**src/rtl/modulo_varre_linha_pkg.sv**
```systemverilog
// Shared definitions for the matrix row scanner and the column driver.
package modulo_varre_linha_pkg;

  typedef enum logic [1:0] {
    ST_IDLE  = 2'd0,
    ST_SHOW  = 2'd1,
    ST_BLANK = 2'd2
  } state_e;

  // Ceiling log2; returns 0 for v <= 1.
  function automatic int clog2(input int v);
    int r;
    r = 0;
    while ((1 << r) < v) r++;
    return r;
  endfunction

  // Keeps derived widths at a minimum of one bit.
  function automatic int max1(input int v);
    return (v < 1) ? 1 : v;
  endfunction

endpackage

```
**src/rtl/modulo_decod_linha.sv**
```systemverilog
// Row index to one-hot decoder with selectable output polarity.
module modulo_decod_linha #(
  parameter int N_ROWS     = 7,
  parameter int IDX_W      = 3,
  parameter int ACTIVE_LOW = 1
)(
  input  logic [IDX_W-1:0]  idx,
  input  logic              on,
  output logic [N_ROWS-1:0] sel
);

  // One-hot of idx when on, otherwise all rows off; polarity applied last.
  always_comb begin
    sel = '0;
    for (int i = 0; i < N_ROWS; i++) sel[i] = on && (idx == IDX_W'(i));
    if (ACTIVE_LOW != 0) sel = ~sel;
  end

endmodule

```
**src/rtl/modulo_varre_linha.sv**
```systemverilog
// Matrix row scanner: each row is shown for DWELL cycles, separated by
// BLANK all-off cycles, with hold/override and enable control.
module modulo_varre_linha
  import modulo_varre_linha_pkg::*;
#(
  parameter int N_ROWS     = 7,
  parameter int DWELL      = 1000,
  parameter int BLANK      = 2,
  parameter int ACTIVE_LOW = 1,
  localparam int IDX_W     = max1(clog2(N_ROWS))
)(
  input  logic              clk,
  input  logic              rst,
  input  logic              en,
  input  logic              hold,
  input  logic [IDX_W-1:0]  hold_row,
  output logic [N_ROWS-1:0] row_sel,
  output logic [IDX_W-1:0]  row_idx,
  output logic              row_strobe,
  output logic              frame_done
);

  localparam int CNT_W = max1(clog2(DWELL + 1));
  localparam int BLK_W = max1(clog2(BLANK + 1));
  localparam logic [IDX_W-1:0]  LAST_ROW = IDX_W'(N_ROWS - 1);
  localparam logic [CNT_W-1:0]  LAST_CNT = CNT_W'(DWELL - 1);
  localparam logic [BLK_W-1:0]  LAST_BLK = BLK_W'((BLANK > 0) ? BLANK - 1 : 0);
  localparam logic [N_ROWS-1:0] ROWS_OFF = (ACTIVE_LOW != 0) ? '1 : '0;

  state_e             state_q, state_d;
  logic [IDX_W-1:0]   row_q, row_d, hold_clamped, row_next;
  logic [CNT_W-1:0]   cnt_q, cnt_d;
  logic [BLK_W-1:0]   blk_q, blk_d;
  logic               held_q, held_d;
  logic               row_strobe_q, row_strobe_d;
  logic               frame_done_q, frame_done_d;
  logic [N_ROWS-1:0]  row_sel_q, row_sel_d;
  logic               show_d;

  assign hold_clamped = (32'(hold_row) >= 32'(N_ROWS)) ? LAST_ROW : hold_row;
  assign row_next     = (row_q == LAST_ROW) ? '0 : row_q + IDX_W'(1);

  // Next-state: the _q registers describe the cycle currently on the outputs.
  always_comb begin
    state_d      = state_q;
    row_d        = row_q;
    cnt_d        = cnt_q;
    blk_d        = blk_q;
    held_d       = 1'b0;
    row_strobe_d = 1'b0;
    if (!en) begin
      state_d = ST_IDLE;
      cnt_d   = '0;
      blk_d   = '0;
    end else begin
      case (state_q)
        ST_IDLE: begin
          state_d      = ST_SHOW;
          cnt_d        = '0;
          row_strobe_d = 1'b1;
        end
        ST_SHOW: begin
          if (hold) begin
            row_d  = hold_clamped;
            cnt_d  = '0;
            held_d = 1'b1;
          end else if (held_q) begin
            // First free cycle after a hold restarts the held row.
            cnt_d        = '0;
            row_strobe_d = 1'b1;
          end else if (cnt_q == LAST_CNT) begin
            row_d = row_next;
            cnt_d = '0;
            if (BLANK == 0) row_strobe_d = 1'b1;
            else begin
              state_d = ST_BLANK;
              blk_d   = '0;
            end
          end else begin
            cnt_d = cnt_q + CNT_W'(1);
          end
        end
        ST_BLANK: begin
          if (blk_q == LAST_BLK) begin
            state_d      = ST_SHOW;
            cnt_d        = '0;
            blk_d        = '0;
            row_strobe_d = 1'b1;
          end else begin
            blk_d = blk_q + BLK_W'(1);
          end
        end
        default: state_d = ST_IDLE;
      endcase
    end
  end

  assign show_d       = (state_d == ST_SHOW);
  assign frame_done_d = show_d && !held_d && (row_d == LAST_ROW) && (cnt_d == LAST_CNT);

  modulo_decod_linha #(
    .N_ROWS     (N_ROWS),
    .IDX_W      (IDX_W),
    .ACTIVE_LOW (ACTIVE_LOW)
  ) u_decod (
    .idx (row_d),
    .on  (show_d),
    .sel (row_sel_d)
  );

  // State and output registers; outputs are decoded from next state so
  // they line up with the registered state.
  always_ff @(posedge clk) begin
    if (rst) begin
      state_q      <= ST_IDLE;
      row_q        <= '0;
      cnt_q        <= '0;
      blk_q        <= '0;
      held_q       <= 1'b0;
      row_sel_q    <= ROWS_OFF;
      row_strobe_q <= 1'b0;
      frame_done_q <= 1'b0;
    end else begin
      state_q      <= state_d;
      row_q        <= row_d;
      cnt_q        <= cnt_d;
      blk_q        <= blk_d;
      held_q       <= held_d;
      row_sel_q    <= row_sel_d;
      row_strobe_q <= row_strobe_d;
      frame_done_q <= frame_done_d;
    end
  end

  assign row_sel    = row_sel_q;
  assign row_idx    = row_q;
  assign row_strobe = row_strobe_q;
  assign frame_done = frame_done_q;

endmodule

```
**config.mk**
```make
export PLATFORM = sky130hd
export DESIGN_NAME = modulo_varre_linha
export DESIGN_NICKNAME = d
export VERILOG_FILES = /design/src/rtl/modulo_varre_linha_pkg.sv /design/src/rtl/modulo_decod_linha.sv /design/src/rtl/modulo_varre_linha.sv
export SDC_FILE = /design/constraint.sdc
export NUM_CORES = 1
export LEC_CHECK = 0
export ABC_CLOCK_PERIOD_IN_PS = 2500
export CORE_MARGIN = 4
export CORE_UTILIZATION = 53
export DETAILED_ROUTE_END_ITERATION = 10
export HOLD_SLACK_MARGIN = 0.06
export PLACE_DENSITY = 0.74
export SYNTH_ARGS = -nofsm -noshare
export SYNTH_HDL_FRONTEND = slang
export SYNTH_SLANG_ARGS = --single-unit
export TNS_END_PERCENT = 30
```
**constraint.sdc**
```tcl
create_clock -name clk -period 2.5 [get_ports clk]
set_input_delay 0.75 -clock clk [delete_from_list [all_inputs] [get_ports clk]]
set_output_delay 0.75 -clock clk [all_outputs]
set_load 0.1 [all_outputs]
```
======== Word level (Yosys, flattened, before mapping) ========
Cells that the tools add are included.
word-level totals
  bits in registers ....................... 27
  bits in latches ......................... 0
  RAM bits ................................ 0
  memory bits (read-only) ................. 0
  input port bits ......................... 7
  output and inout port bits .............. 12
  word-level logic and storage cells ...... 77
  memories ................................ 0
cells by class
  add/sub/neg operators ................... 3
  $mul .................................... 0
  div/mod/pow operators ................... 0
  $lt $le $gt $ge ......................... 1
  eq/ne operators ......................... 16
  shift operators ......................... 0
  muxes and demuxes ....................... 31
  bitwise logic cells ..................... 2
  reductions and logical operators ........ 16
operators by type and width
  operator                                                         number
  10-bit 2-to-1 mux                                                5
  10-bit one-hot mux with 3 select lines                           1
  3-bit 2-to-1 mux                                                 7
  10-bit == test, second input constant                            2
  2-bit 2-to-1 mux                                                 9
  3-bit == test, second input constant                             4
  10-bit by 1-bit adder with 10-bit output, second input constant  1
  1-bit logical AND                                                10
  7-bit inverter                                                   1
  2-bit by 1-bit == test with 1-bit output, second input constant  3
  3-bit by 2-bit == test with 1-bit output, second input constant  2
  1-bit 2-to-1 mux                                                 6
  2-bit != test, second input constant                             3
  2-bit one-hot mux with 3 select lines                            1
  2-bit one-hot mux with 2 select lines                            1
  4-bit AND reduction                                              1
  3-bit by 1-bit adder with 3-bit output, second input constant    1
  3-bit by 1-bit == test with 1-bit output, second input constant  1
  3-bit greater-or-equal comparator, second input constant         1
  3-bit logical NOT                                                1
  1-bit one-hot mux with 3 select lines                            1
  2-bit by 1-bit adder with 2-bit output, second input constant    1
  2-bit == test, second input constant                             1
  2-bit logical NOT                                                1
  4 further kinds                                                  4

======== Depth between registers and ports, before layout ========
  depth after elaboration ................. 10
  depth in mapped cells ................... 7
  depth with buffers taken out ............ 7

======== By module ========
A second synthesis with hierarchy kept.
second synthesis, totals
  cell total of the unflattened synthesis .. 166
  area, all modules ....................... 1,425.1 um2
modules (own cells, without submodules)
  module              times used  cells each  area each (um2)  seq. area each (um2)
  modulo_varre_linha  1           159         1,355.0          540.5
  modulo_decod_linha  1           7           70.1             0.0

======== Least setup slack after synthesis ========
Ideal clock, no wire load.
  kind .................................... input -> register
  start point ............................. input port hold
  end point ............................... register frame_done_q, in the netlist frame_done
  library setup time ...................... 0.116 ns
  arrival time ............................ 1.932 ns
  data required time ...................... 2.384 ns
  path slack .............................. 0.452 ns
  cell stages on the path ................. 5
  buffers on the path ..................... 0
  cells stage by stage .................... or4b_4 nor2_2 a22oi_1 and3_1 and4_1
on the way
  cells in the longest elaborated chain, start to end .. 7
  elaborated cells on any way between the ends .. 19
  classes of those cells .................. eq/ne (3); mux (12); reduce/logical (4)
ends and longest elaborated chain
  item                                                                                  RTL line                                            source
  start: declaration                                                                    modulo_varre_linha.sv:15                            input logic hold,
  2-bit 2-to-1 mux / 1-bit 2-to-1 mux (equally long branches)                           modulo_varre_linha.sv:63                            if (hold) begin
  2-bit one-hot mux with 3 select lines / 1-bit 2-to-1 mux (equally long branches)      modulo_varre_linha.sv:56                            case (state_q)
  2-bit 2-to-1 mux / 1-bit 2-to-1 mux (equally long branches)                           modulo_varre_linha.sv:51                            if (!en) begin
  2-bit by 1-bit == test with 1-bit output / 1-bit logical NOT (equally long branches)  modulo_varre_linha.sv:98, modulo_varre_linha.sv:99
  1-bit logical AND (2 in series)                                                       modulo_varre_linha.sv:99                            assign frame_done_d = show_d && !held_d && (row_d == LAST_ROW) && (cnt_d == LAST_CNT);
  1-bit logical AND *                                                                   modulo_varre_linha.sv:99
  end signal: assignment                                                                modulo_varre_linha.sv:131                           frame_done_q <= frame_done_d;
  end: declaration                                                                      modulo_varre_linha.sv:36                            logic frame_done_q, frame_done_d;
Mark *: on every way between the ends. The rest lies on a longest branch, timed or not.
A chain may end at the register's enable or synchronous reset.

======== Worst setup path after layout ========
Ends and elaborated chain as after synthesis.

==> results.md <==
### Run status
* **status** finished clean

### GRT
* **GRT Overall Usage** 20.0%
* **remaining global-route overflow** 0
* **largest net degree at the start of global routing** 17
* **number of antenna violations at the first check in global routing** 0
* **first-pass GRT wire length** 5380 µm
* **number of global-route vias before repair** 1199

### Detailed routing
* **violation count after the first detailed-routing iteration** 52
* **Via Count** 1264
* **antenna-violating nets left** 0
* **number of DRC violations after detailed routing** 0
* **total routed wirelength** 3160 µm
* **DR WL/cell** 14.4 µm
* **number of iterations in the first detailed-routing pass** 4
* **ratio of routed vias to standard cells** 5.77

### Setup path
* **nature of the critical path endpoint** register
* **max incr delay on CP** 0.60 ns
* **CP Max Fanout** 5
* **R2R Path Start** cnt_q[0]
* **CP startpoint kind** primary input
* **critical path, cell by cell** clkdlybuf4s50_1, or4b_4, nor2_2, mux2i_1, nor3_1, and4_1
* **critical path's slowest cell** sky130_fd_sc_hd__or4b_4
* **launch point of the worst path** hold
* **required arrival time at the worst endpoint** 2.78 ns
* **classification of the worst setup path** primary input to register
* **dominant delay contributor by cell family on the critical path** simple AND/OR/NAND/NOR gates
* **Critical path buffers and inverters** 1
* **Data arrival, critical path** 2.61 ns

### Clock tree
* **CTS tree** built
* **insertion delay of the later-clocked pin in the worst-skew pair** 0.32 ns
* **clk slew on worst S/H paths** 0.15 ns
* **Resize count post-CTS** 0
* **number of buffers created by CTS** 3
* **CTS Root Cell** sky130_fd_sc_hd__clkbuf_4
* **clock sink count** 27
* **CTS Hold Buffers Added** 0
* **CTS Buffer Depth** 2
* **post-CTS setup-driven buffer insertion count** 0
* **number of H-tree branching levels** 1

### STA
* **Max-Slew Margin vs Limit** 66.9%
* **Min Clock Period, post-route** 2.34 ns
* **unrepaired setup endpoints after global routing** no
* **final count of hold timing violations** 0
* **final setup TNS** 0 ns
* **setup violation total in the final timing report** 0
* **largest clock skew in the final design** 0.00298 ns
* **maximum clock frequency** 428 MHz
* **Final Max Tran Viols** 0
* **Worst Max-Slew Pin Slew** 0.496 ns
* **Period Utilization, post-route** 93.5%

### Synthesis
* **share of async-settable or async-resettable flops after synthesis** 0%
* **total of warnings raised by yosys** 0
* **cell types with the highest counts after synthesis** sky130_fd_sc_hd__dfxtp_1, sky130_fd_sc_hd__nor2_1, sky130_fd_sc_hd__nand2_1
* **area of the mapped netlist** 0.00135 mm²
* **total nets after synthesis** 167
* **post-synthesis cell type with the largest combined area** sky130_fd_sc_hd__dfxtp_1
* **cells taking the most area after synthesis** sky130_fd_sc_hd__dfxtp_1, sky130_fd_sc_hd__nor2_1, sky130_fd_sc_hd__nand2_1
* **Yosys top cell area share** 40.1%
* **most frequent cell after synthesis** sky130_fd_sc_hd__dfxtp_1
* **mean cell area of the mapped netlist** 8.48 µm²
* **sequential share of the synthesized area** 40.1%
* **number of flops mapped to enable cells by yosys** 0
* **FF+latch count, synth** 27
* **gate count of the mapped netlist** 159
* **most instantiated flip-flop cell in the synthesis netlist** sky130_fd_sc_hd__dfxtp_1
* **number of unique standard cell types used by synthesis** 47

### Pwr
* **Pwr per Cell Area** 446 mW/mm²
* **reported leakage power** 0.000609 µW
* **Max IR drop VDD** 450 µV

### Hold path
* **start point of the worst min-delay path** blk_q[1]
* **worst min path class** register to register

### Floorplanning
* **Initial Utilization** 54.9%
* **die extent in x** 58.4 µm
* **area of the core** 0.00245 mm²
* **floorplan die area** 0.00342 mm²
* **number of core rows** 18
* **height of the chip** 58.4 µm
* **count of boundary I/O pins** 19

### Final layout
* **layout cell share with drive strength beyond 1** 21.2%
* **number of diodes** 0
* **post-route non-filler standard cell count** 219
* **post-synthesis to final-layout area growth** 21.9%
* **Layout Nets** 198

### Placement
* **Detail Placement HPWL** 2440 µm
* **cell count after placement** 215
* **number of port buffers** 18
* **routability cong.** 0.891

### Flow run
* **maximum capacitance violations** 0

worst paths after layout:
| path | end | slack, ns | cells after the start |
|---|---|---|---|
| setup reg to reg | frame_done | 0.43 | 7 |
| hold / removal | blk_q[1] | 0.51 | 1 |
| hold reg to reg | blk_q[1] | 0.51 | 1 |
| setup / recovery | frame_done | 0.16 | 6 |
power by group:
group	switching [µW]	internal (µW)
Clock	130	61.0
Sequential	6.06	436
Combinational	62.7	37.3
layout make-up:
type / instances / area (µm²)
clock buffer: 3 / 22.5
clock inverter: 1 / 7.51
fill: 233 / 811
inverter: 3 / 11.3
multi-input combinational: 123 / 769
sequential: 27 / 541
tap: 30 / 37.5
timing repair buffer: 32 / 255
placed cells by master, fill, tap and decap left out, types with 4 or more instances in the layout:
master,instances
sky130_fd_sc_hd__dfxtp_1,27
sky130_fd_sc_hd__buf_4,26
sky130_fd_sc_hd__and2_1,5
sky130_fd_sc_hd__nor2_1,26
sky130_fd_sc_hd__nand2_1,18
sky130_fd_sc_hd__clkdlybuf4s50_1,6
sky130_fd_sc_hd__nor2b_1,5
sky130_fd_sc_hd__a22oi_1,4
sky130_fd_sc_hd__a21oi_1,5
sky130_fd_sc_hd__nand3_1,5
stage by stage:
stage / cell area [µm²] / total power (µW) / util [%] / hold slack [ns] / setup WS [ns]
after floorplan: 1350 / 512 / - / 0.443 / 0.452
after global placement: 1610 / 550 / 65.7 / 0.459 / -0.151
after detailed placement: 1610 / 551 / 65.7 / 0.493 / -0.210
after CTS: 1640 / 741 / 67.0 / 0.514 / 0.147
after global routing: 1640 / 775 / 67.0 / 0.543 / 0.0633
final: 1640 / 733 / 67.0 / 0.505 / 0.162
cell families after synthesis:
| family | synth area share (%) |
|---|---|
| AO/OA/AOI/OAI | 17.1 |
| XOR/XNOR | 1.95 |
| adder cells (fa/ha/maj) | 0.927 |
| buffers and inverters | 2.88 |
| flip-flops | 40.1 |
| multiplexers | 0.742 |
| AND/OR/NAND/NOR | 36.4 |
flip-flops by register name (all words and copies together), names as in the netlist:
signal and count:
cnt_q 10, row_sel 7, row_idx 3, blk_q 2, state_q 2, frame_done 1, held_q 1, row_strobe 1
per-layer routing:
| layer | track usage, % | routed length, µm |
|---|---|---|
| met2 | 33.2 | 1520 |
| met1 | 27.4 | 1500 |
| met4 | 4.30 | 14 |
| met5 | 0 | 0 |
| met3 | 2.85 | 126 |
worst register-to-register path, delay by kind of cell, from the launching register on:
family / cells / cell delay (ns)
flip-flops: 1 / 0.41
adder cells (fa/ha/maj): 1 / 0.31
AO/OA/AOI/OAI: 1 / 0.32
AND/OR/NAND/NOR: 5 / 1.00
(Power assumes the default switching activity.)
